<file path="src/rtl/fetch_unit.sv">
// IF stage of the RV32I pipeline: PC register, instruction fetch and a direct-mapped BTB.
// Define FETCH_BPRED_EN to build the BTB/2-bit predictor; otherwise fetch is static not-taken.
module fetch_unit #(
    parameter int unsigned     PC_W    = 13,
    parameter int unsigned     IDX_W   = 4,
    parameter logic [PC_W-1:0] INIT_PC = '0
) (
    input  logic            CLK,
    input  logic            NRST,
    input  logic            stall,
    input  logic            fail_predict,
    input  logic [PC_W-1:0] redirect_pc,
    output logic [PC_W-3:0] imem_addr,
    input  logic [31:0]     imem_rdata,
    output logic [PC_W-1:0] pcF,
    output logic [31:0]     instF,
    output logic [1:0]      stateF,
    output logic            hit_predict1,
    input  logic            upd_en,
    input  logic [PC_W-1:0] upd_pc,
    input  logic            upd_taken,
    input  logic [PC_W-1:0] upd_target,
    input  logic [1:0]      upd_state
);
    localparam logic [1:0] CNT_RST = 2'b01;

    logic [PC_W-1:0]  pc_q;
    logic [PC_W-1:0]  pc_d;
    logic [PC_W-1:0]  tgt_q;
    logic [PC_W-1:0]  redirect_al;
    logic [IDX_W-1:0] idx;
    logic             lookup_q;
    logic             lookup_d;
    logic             predict_c;
    logic             unused;

    assign redirect_al  = {redirect_pc[PC_W-1:2], 2'b00};
    assign idx          = pc_q[IDX_W+1:2];
    assign pcF          = pc_q;
    assign imem_addr    = pc_q[PC_W-1:2];
    assign instF        = imem_rdata;
    assign hit_predict1 = lookup_q;

    // Next-PC priority: mispredict redirect, stall, predicted target, sequential.
    always_comb begin
        pc_d     = pc_q;
        lookup_d = lookup_q;
        if (fail_predict) begin
            pc_d     = redirect_al;
            lookup_d = 1'b0;
        end else if (!stall) begin
            if (lookup_q) begin
                pc_d     = tgt_q;
                lookup_d = 1'b0;
            end else begin
                pc_d     = pc_q + PC_W'(4);
                lookup_d = predict_c;
            end
        end
    end

    always_ff @(posedge CLK) begin
        if (!NRST) begin
            pc_q <= INIT_PC;
        end else begin
            pc_q <= pc_d;
        end
    end

`ifdef FETCH_BPRED_EN
    localparam int unsigned TAG_W = PC_W - IDX_W - 2;
    localparam int unsigned DEPTH = 1 << IDX_W;

    logic [TAG_W-1:0] tag;
    logic [TAG_W-1:0] utag;
    logic [IDX_W-1:0] uidx;
    logic             hit;
    logic [1:0]       cnt_new;
    logic [DEPTH-1:0] valid_q;
    logic [TAG_W-1:0] tag_q    [DEPTH];
    logic [1:0]       cnt_q    [DEPTH];
    logic [PC_W-1:0]  target_q [DEPTH];

    assign tag       = pc_q[PC_W-1:IDX_W+2];
    assign uidx      = upd_pc[IDX_W+1:2];
    assign utag      = upd_pc[PC_W-1:IDX_W+2];
    assign hit       = valid_q[idx] & (tag_q[idx] == tag);
    assign predict_c = hit & cnt_q[idx][1];
    assign stateF    = hit ? cnt_q[idx] : CNT_RST;

    // Saturating counter step from the state the branch was fetched with.
    always_comb begin
        cnt_new = upd_state;
        if (upd_taken) begin
            if (upd_state != 2'b11) cnt_new = upd_state + 2'd1;
        end else begin
            if (upd_state != 2'b00) cnt_new = upd_state - 2'd1;
        end
    end

    always_ff @(posedge CLK) begin
        if (!NRST) begin
            lookup_q <= 1'b0;
            tgt_q    <= '0;
        end else begin
            lookup_q <= lookup_d;
            if (!stall) tgt_q <= target_q[idx];
        end
    end

    always_ff @(posedge CLK) begin
        if (!NRST) begin
            valid_q <= '0;
            cnt_q   <= '{default: CNT_RST};
        end else if (upd_en) begin
            cnt_q[uidx] <= cnt_new;
            if (upd_taken) valid_q[uidx] <= 1'b1;
        end
    end

    // Tag and target need no reset: every entry is qualified by its valid bit.
    always_ff @(posedge CLK) begin
        if (NRST && upd_en && upd_taken) begin
            tag_q[uidx]    <= utag;
            target_q[uidx] <= {upd_target[PC_W-1:2], 2'b00};
        end
    end

    assign unused = ^{upd_pc[1:0], upd_target[1:0], redirect_pc[1:0]};
`else
    assign lookup_q  = 1'b0;
    assign tgt_q     = INIT_PC;
    assign predict_c = 1'b0;
    assign stateF    = CNT_RST;
    assign unused    = ^{idx, lookup_d, upd_en, upd_pc, upd_taken, upd_target,
                         upd_state, redirect_pc[1:0]};
`endif

endmodule
</file>
<file path="config.mk">
export PLATFORM = sky130hd
export DESIGN_NAME = fetch_unit
export DESIGN_NICKNAME = d
export VERILOG_FILES = /design/src/rtl/fetch_unit.sv
export SDC_FILE = /design/constraint.sdc
export NUM_CORES = 1
export LEC_CHECK = 0
export CAP_MARGIN = 15
export CORE_AREA = 5 5 74 76
export DETAILED_ROUTE_END_ITERATION = 10
export DIE_AREA = 0 0 79 81
export HOLD_SLACK_MARGIN = 0.05
export PLACE_DENSITY = 0.76
export SYNTH_ARGS = -nofsm -noshare
export SYNTH_HDL_FRONTEND = slang
export SYNTH_SLANG_ARGS = --single-unit
</file>
<file path="constraint.sdc">
create_clock -name CLK -period 1.45 [get_ports CLK]
set_input_delay 0.145 -clock CLK [delete_from_list [all_inputs] [get_ports CLK]]
set_output_delay 0.145 -clock CLK [all_outputs]
set_load 0.02 [all_outputs]
</file>
# Word level (Yosys, flattened, before mapping)

Cells that the tools add are included.

Flip-flop bits (word level): 13
Bits of input ports: 79
Logic and storage cells: 8

Add/subtract/negate cells: 1
Eq/ne operators: 1
Mux-type cells: 2
Bitwise logic cells: 1
Reduce and logical (&&, ||, !) cells: 1

Operators with widths:

| operator                | count |
|---|---|
| $mux W13                | 2 |
| $add A13 B3 Y13 const B | 1 |
| $ne A2 B1 Y1 const B    | 1 |
| $reduce_or A2 Y1        | 1 |
| $not A1 Y1              | 1 |

# Longest topological paths before layout

Gate-level depths: netlist (run 1).

Word-level depth: 3
Depth in mapped cells: 4

# Worst setup path after synthesis (run 1)

No wires, ideal clock.

Path type: register to register
Start: register pc_q[2] (netlist: pcF[2])
End: register pc_q[12] (netlist: pcF[12])
Library setup time: 63 ps
Data arrival time: 1527 ps
Data required time: 1387 ps
Slack: -140 ps
Stages on the path, launching flop included: 5
Buffers on the path: 0
Clock period less this slack: 1590 ps
Cell sequence: dfxtp_1 -> ha_1 -> nand4b_1 -> or4_1 -> nand3_1

Longest elaborated chain between the ends: 3

RTL lines:

| item                   | RTL line | RTL |
|---|---|---|
| start, declared        | 27       | `logic [PC_W-1:0] pc_q;` |
| start signal, assigned | 66       | `pc_q <= pc_d;` |
| $add A13 B3 Y13        | 56       | `pc_d = pc_q + PC_W'(4);` |
| $mux W13               | 51       | `end else if (!stall) begin` |
| $mux W13               | 48       | `if (fail_predict) begin` |

No other way between the ends. The select of a mux whose other input is x is not followed.
A chain may end at the register's enable or synchronous reset.

# Worst setup path after layout (run 1)

Start: register pc_q[11] (netlist: pcF[11])
End: register pc_q[11] (netlist: pcF[11])

Same word-level chain as after synthesis.

==> results of run 1 <==
-- through the flow --
| step | setup TNS (ps) | total power [mW] | cells |
|---|---|---|---|
| 6_report | 0 | 0.965 | 186 |
| 5_1_grt | -16.2 | 1.03 | 186 |
| 4_1_cts | 0 | 0.981 | 185 |
| 3_5_place_dp | -952 | 0.679 | 181 |
| 3_3_place_gp | -779 | 0.675 | 181 |
| 2_1_floorplan | 0 | 0.672 | 131 |
-- report_power, final --
part / switching, mW / internal (mW) / leakage, nW
Sequential: 0.0248 / 0.327 / 0.0930
Combinational: 0.153 / 0.145 / 0.557
Clock: 0.122 / 0.194 / 0.0228
Total: 0.300 / 0.666 / 0.673
-- cells by family after synthesis --
kind of cell	Yosys count	synth area share [%]
buffers and inverters	55	37.3
and+or+nand+nor	32	21.7
AOI/OAI and AO/OA	22	13.5
DFF	11	21.2
xor gates and xnor gates	4	3.37
other	2	0.723
adders and majority gates	1	1.20
muxes	1	0.964
-- worst max-delay path: cells and delay by family (launching register included) --
kind,cells,cell delay [ps]
simple gates,3,1000
flops,1,300
-- placed cells by master, fill, tap and decap left out, drive strengths merged, types with 3 or more instances in the layout --
cell           count
dfxtp             11
or4                3
nand2              4
dlygate4sd2       13
inv                4
clkbuf             4
dlymetal6s2s      11
clkdlybuf4s50     12
nand4              3
a31oi              3
and2               4
o21ai             11
buf               12
nand2b             3
conb               5
xnor2              3
-- final timing paths --
path	startpoint	endpoint	slack, ps
setup / recovery	pcF[11]	pcF[11]	80
hold / removal	imem_rdata[10]	instF[10]	290
setup reg to reg	pcF[11]	pcF[11]	80
hold reg to reg	pcF[9]	pcF[9]	530
-- layout make-up --
| type | count | area [um^2] |
|---|---|---|
| Fill cell | 478 | 3390 |
| Timing Repair Buffer | 48 | 462 |
| Multi-Input combinational cell | 65 | 454 |
| Sequential cell | 11 | 229 |
| Tap cell | 54 | 67.6 |
| Clock buffer | 4 | 45.0 |
| Inverter | 4 | 15.0 |
-- routing by layer --
layer	global-route usage (%)	up-vias
met3	2.66	11
met2	11.6	36
met1	9.08	373
li1	-	402
met4	4.98	0
met5	0	-
-- timing repair --
item | 4_1_cts | 5_1_grt
resized for setup | 13 | 14
pin swaps | 0 | 4
setup buffers | 0 | 1
setup endpoints to repair | 14 | 13
==> out/results.ini, run 1 <==
[worst_setup_path]
crit_required_ps = 1630
critPathCaptureType = register
cp.arrival_ps = 1550
worstPathCellList = or4b_1, or4_1, nand4_1
cp-start-kind = register
r2r_cells = 3
crit_type = reg2reg
critPathSlowestCell = or4b_1
crit_path_max_fanout = 2
max_stage_delay_ps = 490

[yosys]
yosysTopAreaCell = buf_4
yosys-top-cells-count = buf_4, dfxtp_1, o21ai_0
syn_inst = 128
synth-async-reset-ratio_pct = 0
yosys_warnings = 0
synth_area_leaders = buf_4, dfxtp_1, o21ai_0
synth.distinct_cells = 35
synth_edf_count = 0
netlist_area_mm2 = 0.00104
synth-seq-area-share_pct = 21.2
syn_avg_cell_area_um2 = 8.11
synth_top_area_share_pct = 34.7
synth_flop_cell = dfxtp_1
ys_ff_latch = 11
yosysMostFrequentCell = buf_4

[floorplanning]
die_area_mm2 = 0.00640
die_w_um = 79
ios = 138
coreArea_mm2 = 0.00466
start_util_pct = 22.3
rows = 25
fp.dieH_um = 81

[global_routing]
grt_max_degree = 19
antenna_found_initial = 0
gr-total-overflow = 0
gr-usage-all-layers_pct = 7.63
grt_pass1_wl_mm = 3.88
grt_pass1_vias = 813

[sta]
drv_slew = 0
fmax_mhz = 731
fin_skew_ps = 1.48
setup_ws_ps = 82.5
timing.hold.ws_ps = 290
timing.final.crit_period_ps = 1370
finalHoldViolCount = 0
setup_viol = 0
post-route-period-util_pct = 94.3

[layout]
final_area_mm2 = 0.00127
utilization_pct = 27.3
drive_gt1_share_pct = 15.9
largest_register_ffs = 11
syn_to_final_growth_pct = 22.5
fin_nets = 213
n_antenna_cell = 0

[detailed_routing]
drc = 0
wl_per_cell_um = 13.1
ant_nets = 0
route.vias.total = 822
top_layer = met4
wl_met3_um = 253
vias_per_cell = 4.42
drt-pass1-iter-count = 4
met2_length_mm = 1.06
totalWireLength_mm = 2.43
wl_met1_mm = 1.06
drtIter0Drc = 37

[power]
p_per_area_mw_per_mm2 = 759
ir_worst_vdd_v = 0.000228
p_leak_nw = 0.673

[clock_network]
cts-root-buf = clkbuf_8
htreeDepth = 1
numCtsBuffers = 3
cts_buffer_depth = 2
cts.sinks = 11
clk_pin_slew_ps = 50
cts_tree = built
clock_latency_ps = 240
holdBufCountCts = 0

[placement]
place.gp.congestion = 0.787
portBuffers = 36
placed_area_mm2 = 0.00119
dp_slack_ps = -214

[worst_hold_path]
hold_path.class = in2out
hold_path_depth = 0

[flow_run]
maxCapViolations = 0

[outcome]
outcome = finished, final reports clean

(Power assumes the default switching activity.)
==> inputs of run 2 (changes only) <==
==> config.mk (replaced) <==
export PLATFORM = sky130hd
export DESIGN_NAME = fetch_unit
export DESIGN_NICKNAME = d
export VERILOG_FILES = /design/src/rtl/fetch_unit.sv
export SDC_FILE = /design/constraint.sdc
export NUM_CORES = 1
export LEC_CHECK = 0
export ABC_AREA = 0
export CAP_MARGIN = 15
export CORE_AREA = 5 5 50 52
export DETAILED_ROUTE_END_ITERATION = 10
export DIE_AREA = 0 0 55 57
export DONT_BUFFER_PORTS = 1
export HOLD_SLACK_MARGIN = 0.05
export PLACE_DENSITY = 0.7
export RECOVER_POWER = 50
export SYNTH_ARGS = -nofsm -noshare
export SYNTH_HDL_FRONTEND = slang
export SYNTH_SLANG_ARGS = --single-unit
==> run 2 against run 1 <==
  * Flip-flop and latch count unchanged
  * Critical path type unchanged
  * Combinational power decreased by 27%
  * Final cell count down 29%
  * Count of clock-buffer cells in the layout did not move
  * Clock power down 30%
  * Largest power group unchanged
==> out/results.ini, run 2 (synthesized netlist as in run 1, its figures left out) <==
[clock_network]
cts-root-buf = clkbuf_4  ; was clkbuf_8
clk_pin_slew_ps = 80  ; was 50 ps
cts_tree = built  ; unchanged
htreeDepth = 1  ; unchanged
cts_buffer_depth = 2  ; unchanged
numCtsBuffers = 3  ; unchanged
clock_latency_ps = 270  ; was 240 ps
cts.sinks = 11  ; unchanged

[worst_setup_path]
crit_required_ps = 1660  ; was 1630 ps
critPathCaptureType = register  ; unchanged
critPathSlowestCell = or4_1  ; was or4b_1
r2r_setup_slack_ps = 50  ; was 80 ps
crit-reg2reg-launch = pcF[2]  ; was pcF[11]
cp-start-kind = register  ; unchanged
crit_type = reg2reg  ; unchanged
crit_top_cell = nand4_1
max_stage_delay_ps = 520  ; was 490 ps
r2r_cells = 4  ; was 3
worstPathCellList = buf_8, nand4_1, or4_1, nand4_1  ; was or4b_1, or4_1, nand4_1
crit_path_max_fanout = 5  ; was 2
worstReg2RegEnd = pcF[11]  ; unchanged
cp.arrival_ps = 1610  ; was 1550 ps

[floorplanning]
fp.dieH_um = 57  ; was 81 um
die_w_um = 55  ; was 79 um
coreArea_mm2 = 0.00206  ; was 0.00466 mm^2
ios = 138  ; unchanged
start_util_pct = 50.3  ; was 22.3%
die_area_mm2 = 0.00314  ; was 0.00640 mm^2
rows = 17  ; was 25

[global_routing]
gr-usage-all-layers_pct = 15.4  ; was 7.63%
grt_pass1_wl_mm = 3.54  ; was 3.88 mm
grt_pass1_vias = 732  ; was 813
antenna_found_initial = 0  ; unchanged
gr-total-overflow = 0  ; unchanged
grt_max_degree = 19  ; unchanged

[worst_hold_path]
min_from = NRST  ; was imem_rdata[10]
worstHoldEndpoint = pcF[7]  ; was instF[10]
hold_path.class = in2reg  ; was in2out
hold_path_depth = 2  ; was 0

[layout]
largest_register_ffs = 11  ; unchanged
drive_gt1_share_pct = 26.9  ; was 15.9%
final_common_cell = buf_4  ; was dlygate4sd2_1
final_cell_mix = buf_4, o21ai_0, dfxtp_1  ; was dlygate4sd2_1, clkdlybuf4s50_1, buf_4
fin_nets = 185  ; was 213
utilization_pct = 45.2  ; was 27.3%
n_antenna_cell = 0  ; unchanged
final_area_um2 = 932  ; was 0.00127 mm^2
fillCellCount = 212  ; was 478
syn_to_final_growth_pct = -10.2  ; was 22.5%

[sta]
timing.final.crit_period_ps = 1400  ; was 1370 ps
setup_viol = 0  ; unchanged
post-route-period-util_pct = 96.4  ; was 94.3%
setup_ws_ps = 52.4  ; was 82.5 ps
finalHoldViolCount = 0  ; unchanged
drv_slew = 0  ; unchanged
timing.hold.ws_ps = 47.1  ; was 290 ps
fin_skew_ps = 4.58  ; was 1.48 ps
fmax_mhz = 716  ; was 731 MHz

[detailed_routing]
totalWireLength_mm = 2.42  ; was 2.43 mm
route.vias.total = 735  ; was 822
vias_per_cell = 5.57  ; was 4.42
drt-pass1-iter-count = 4  ; unchanged
wl_per_cell_um = 18.4  ; was 13.1 um
ant_nets = 0  ; unchanged
drc = 0  ; unchanged
drtIter0Drc = 10  ; was 37

[power]
p_leak_nw = 0.385  ; was 0.673 nW
p_per_area_mw_per_mm2 = 851  ; was 759 mW/mm^2
ir_worst_vdd_v = 0.000370  ; was 0.000228 V

[placement]
dp_slack_ps = -68.1  ; was -214 ps
place.gp.congestion = 0.802  ; was 0.787
placed_area_um2 = 840  ; was 0.00119 mm^2
dpl.hpwl_mm = 1.85
portBuffers = 0  ; was 36

[flow_run]
maxCapViolations = 0  ; unchanged

[outcome]
outcome = finished, final reports clean  ; unchanged

## run 2: cell count changes in the layout (fill, tap and decap cells not counted), moves of 2 or more
cell,change
buf_4,+4
clkbuf_4,+3
clkbuf_8,-3
clkdlybuf4s50_1,-12
dlygate4sd2_1,-13
dlygate4sd3_1,+2
dlymetal6s2s_1,-11
## run 2: routing by layer
layer	global-route usage [%]	vias to the layer above	wire, um
li1	-	346	-
met1	15.2	327	830
met2	26.2	48	1270
met3	6.79	14	256
met4	8.33	0	63
met5	0	-	0
## run 2: where the power goes
part	total, mW	switching (mW)	internal [mW]
Clock	0.222	0.116	0.106
Sequential	0.352	0.0261	0.326
Combinational	0.219	0.132	0.0872
## run 2: worst max path at each step
stage | slack, ps | depth (start not counted) | to | start
final | 50 | 4 | pcF[11] | pcF[2]
after detailed placement | -70 | 4 | pcF[12] | pcF[2]
after global routing | -1 | 4 | pcF[10] | pcF[2]
after floorplan | 8 | 3 | pcF[11] | pcF[11]
after CTS | 4 | 5 | pcF[12] | pcF[2]
after global placement | 20 | 4 | pcF[12] | pcF[2]
## run 2: worst max-delay path: cells and delay by family, from the launching register on
kind          cells  cell delay [ps]
flops             1              370
buf+inv           1              150
simple gates      3              830
## run 2: area by class of cell
cell class	count	area (um^2)	area share, %
repair buffers	20	166	17.9
multi-input cells	65	460	49.4
flip-flops and latches	11	229	24.6
inverters	4	15.0	1.61
clock buffers	4	26.3	2.82
well taps	28	35.0	3.76
## run 2: what timing repair did
action                                 4_1_cts  5_1_grt
setup endpoints to repair                    2        6
setup buffers                                1        1
resized for setup                            0        8
endpoints found under the hold margin        9        0
pin swaps                                    1        5
hold buffers                                 2        0
## run 2: per-stage QoR
step	instances	setup TNS, ps	total power [mW]
2_1_floorplan	131	0	0.672
5_1_grt	132	-0.993	0.831
4_1_cts	131	0	0.781
3_5_place_dp	124	-68.1	0.558
6_report	132	0	0.793
3_3_place_gp	124	0	0.551
==> inputs of run 3 (changes only) <==
--- a/config.mk
+++ b/config.mk
@@ -5,14 +5,13 @@
 export SDC_FILE = /design/constraint.sdc
 export NUM_CORES = 1
 export LEC_CHECK = 0
-export ABC_AREA = 0
+export ABC_AREA = 1
 export CAP_MARGIN = 15
-export CORE_AREA = 5 5 50 52
+export CORE_AREA = 3 3 52 54
 export DETAILED_ROUTE_END_ITERATION = 10
 export DIE_AREA = 0 0 55 57
 export DONT_BUFFER_PORTS = 1
 export HOLD_SLACK_MARGIN = 0.05
-export PLACE_DENSITY = 0.7
 export RECOVER_POWER = 50
 export SYNTH_ARGS = -nofsm -noshare
 export SYNTH_HDL_FRONTEND = slang
==> run 3 against run 2 <==
  * Power is 5.9% lower
  * Wire length is 7.0% lower
  * Count of clock-buffer cells in the layout unchanged
  * Flip-flop and latch count is the same
  * Synthesized cell count grew 29%
  * Non-clock buffer count fell by 8
  * First-iteration DRC count increased by 50%
  * Worst hold slack better by 34 ps
  * Synthesized area increased by 6.0%
  * Utilization down 5.5 points
  * Critical endpoint unchanged
  * Largest cell class unchanged
==> out/results.ini, run 3 <==
[detailed_routing]
vias_per_cell = 4.93  ; was 5.57
drt-pass1-iter-count = 4  ; unchanged
wl_per_cell_um = 13.8  ; was 18.4 um
route.vias.total = 804  ; was 735
ant_nets = 0  ; unchanged
totalWireLength_mm = 2.26  ; was 2.42 mm
drc = 0  ; unchanged
drtIter0Drc = 15  ; was 10

[sta]
drv_slew = 0  ; unchanged
timing.setup.tns_ps = 0  ; unchanged
fmax_mhz = 788  ; was 716 MHz
fin_skew_ps = 1.10  ; was 4.58 ps
rsz0062_at_grt = no
timing.final.crit_period_ps = 1270  ; was 1400 ps
post-route-period-util_pct = 87.5  ; was 96.4%
setup_viol = 0  ; unchanged
finalHoldViolCount = 0  ; unchanged

[worst_setup_path]
max_stage_delay_ps = 350  ; was 520 ps
crit_required_ps = 1650  ; was 1660 ps
crit_top_cell = nand2_1  ; was nand4_1
cp-start-kind = register  ; unchanged
crit_type = reg2reg  ; unchanged
critPathSlowestCell = dfxtp_1  ; was or4_1
cp.arrival_ps = 1470  ; was 1610 ps
worstPathCellList = buf_4, nand3_2, nor2_4, nand2_1, nand2_1, nand3_1, a21oi_1  ; was buf_8, nand4_1, or4_1, nand4_1
crit_family = simple AND/OR/NAND/NOR gates  ; unchanged
path_buf_inv = 1  ; unchanged
critPathCaptureType = register  ; unchanged
crit_path_max_fanout = 5  ; unchanged

[placement]
portBuffers = 0  ; unchanged
place.gp.congestion = 0.761  ; was 0.802
dpl.hpwl_mm = 1.80  ; was 1.85 mm
placed_area_um2 = 858  ; was 840 um^2
dp_cells = 158  ; was 124

[clock_network]
post_cts_resized = 0  ; unchanged
clock_latency_ps = 270  ; about the same
cts-root-buf = clkbuf_4  ; unchanged
post_cts_buffers = 0  ; was 1
cts_tree = built  ; unchanged
cts_buffer_depth = 2  ; unchanged
htreeDepth = 1  ; unchanged
clk_pin_slew_ps = 80  ; about the same
numCtsBuffers = 3  ; unchanged
cts.sinks = 11  ; unchanged
holdBufCountCts = 1  ; was 2

[global_routing]
grt_max_degree = 12  ; was 19
gr-usage-all-layers_pct = 15.0  ; was 15.4%
gr-total-overflow = 0  ; unchanged
antenna_found_initial = 0  ; unchanged
grt_pass1_wl_mm = 3.51  ; was 3.54 mm
grt_pass1_vias = 808  ; was 732

[yosys]
synth_edf_count = 0  ; unchanged
synth-seq-area-share_pct = 20.0  ; was 21.2%
ys_ff_latch = 11  ; unchanged
syn_avg_cell_area_um2 = 6.67  ; was 8.11 um^2
synth_flop_cell = dfxtp_1  ; unchanged
netlist_area_mm2 = 0.00110  ; was 0.00104 mm^2
yosys-top-cells-count = buf_4, nand2_1, inv_1  ; was buf_4, dfxtp_1, o21ai_0
synth-async-reset-ratio_pct = 0  ; unchanged
yosysMostFrequentCell = buf_4  ; unchanged
synth.distinct_cells = 23  ; was 35
syn_inst = 165  ; was 128
synth_area_leaders = buf_4, dfxtp_1, nand2_1  ; was buf_4, dfxtp_1, o21ai_0
synth_top_area_share_pct = 32.7  ; was 34.7%
yosys_warnings = 0  ; unchanged
yosysTopAreaCell = buf_4  ; unchanged

[outcome]
outcome = finished, final reports clean  ; unchanged

[floorplanning]
start_util_pct = 48.8  ; was 50.3%
ios = 138  ; unchanged
coreArea_mm2 = 0.00225  ; was 0.00206 mm^2
die_w_um = 55  ; unchanged
rows = 17  ; unchanged
die_area_mm2 = 0.00314  ; unchanged
fp.dieH_um = 57  ; unchanged

[layout]
final_cell_mix = nand2_1, inv_1, dfxtp_1, buf_4, nand3_1  ; was buf_4, o21ai_0, dfxtp_1
syn_to_final_growth_pct = -18.8  ; was -10.2%
drive_gt1_share_pct = 18.5  ; was 26.9%
utilization_pct = 39.7  ; was 45.2%
fin_nets = 216  ; was 185
final_area_um2 = 895  ; was 932 um^2
final_common_cell = nand2_1  ; was buf_4
n_antenna_cell = 0  ; unchanged
finalNonFillerCells = 163  ; was 132
largest_register_ffs = 11  ; unchanged

[power]
p_leak_nw = 0.409  ; was 0.385 nW
p_per_area_mw_per_mm2 = 835  ; was 851 mW/mm^2
ir_worst_vdd_v = 0.000328  ; was 0.000370 V

[worst_hold_path]
hold_path.class = in2reg  ; unchanged

[flow_run]
maxCapViolations = 0  ; unchanged

## run 3: changes by cell type after synthesis, moves of 7 or more
cell     delta
a21oi_1     +8
inv_1      +14
nand2_1    +27
nand3_1     +8
o21ai_1     +7
## run 3: cell families (layout without fill, tap and decap cells)
group | Yosys count | count (layout) | share of synthesized area, %
flops | 11 | 11 | 20.0
xor+xnor | 2 | 2 | 1.59
fa+ha+maj | 1 | 1 | 1.14
other cells | 2 | 5 | 0.682
buf+inv | 72 | 39 | 41.6
compound gates | 25 | 25 | 12.3
simple gates | 52 | 52 | 22.7
## run 3: routing by layer
| layer | part of all wire (%) | routed length, um | GRT usage, % | vias to the layer above |
|---|---|---|---|---|
| met1 | 35 | 789 | 16.0 | 352 |
| met3 | 11 | 237 | 3.66 | 26 |
| li1 | - | - | - | 401 |
| met2 | 50 | 1130 | 23.5 | 25 |
| met5 | 0 | 0 | 0 | - |
| met4 | 4.3 | 96 | 13.2 | 0 |
## run 3: layout make-up
cell class | count | area (um^2)
clock buffers | 4 | 26.3
fillers | 257 | 1360
inverters | 23 | 86.3
multi-input cells | 85 | 434
flip-flops and latches | 11 | 220
well taps | 28 | 35.0
repair buffers | 12 | 92.6
## run 3: final timing paths
check	endpoint	from	depth (start not counted)	slack, ps
min reg2reg	pcF[12]	pcF[12]	4	610
max reg2reg	pcF[11]	pcF[2]	7	180
max	pcF[11]	pcF[2]	7	180
min	pcF[3]	fail_predict	4	80
## run 3: tightest hold or removal path: cells and delay by family
kind | cells | cell delay, ps
simple gates | 3 | 140
buf+inv | 1 | 40
## run 3: power by group
group	total, mW	internal, mW	switching, mW
Sequential	0.340	0.321	0.0195
Combinational	0.184	0.0566	0.128
Clock	0.222	0.107	0.115
## run 3: stage by stage
step                total power, mW  hold WS, ps  setup slack, ps
floorplan                     0.652          243             94.0
global placement              0.526          249              278
detailed placement            0.530          250              212
CTS                           0.757         79.5              189
global route                  0.794          108             82.6
finish                        0.747         80.9              182
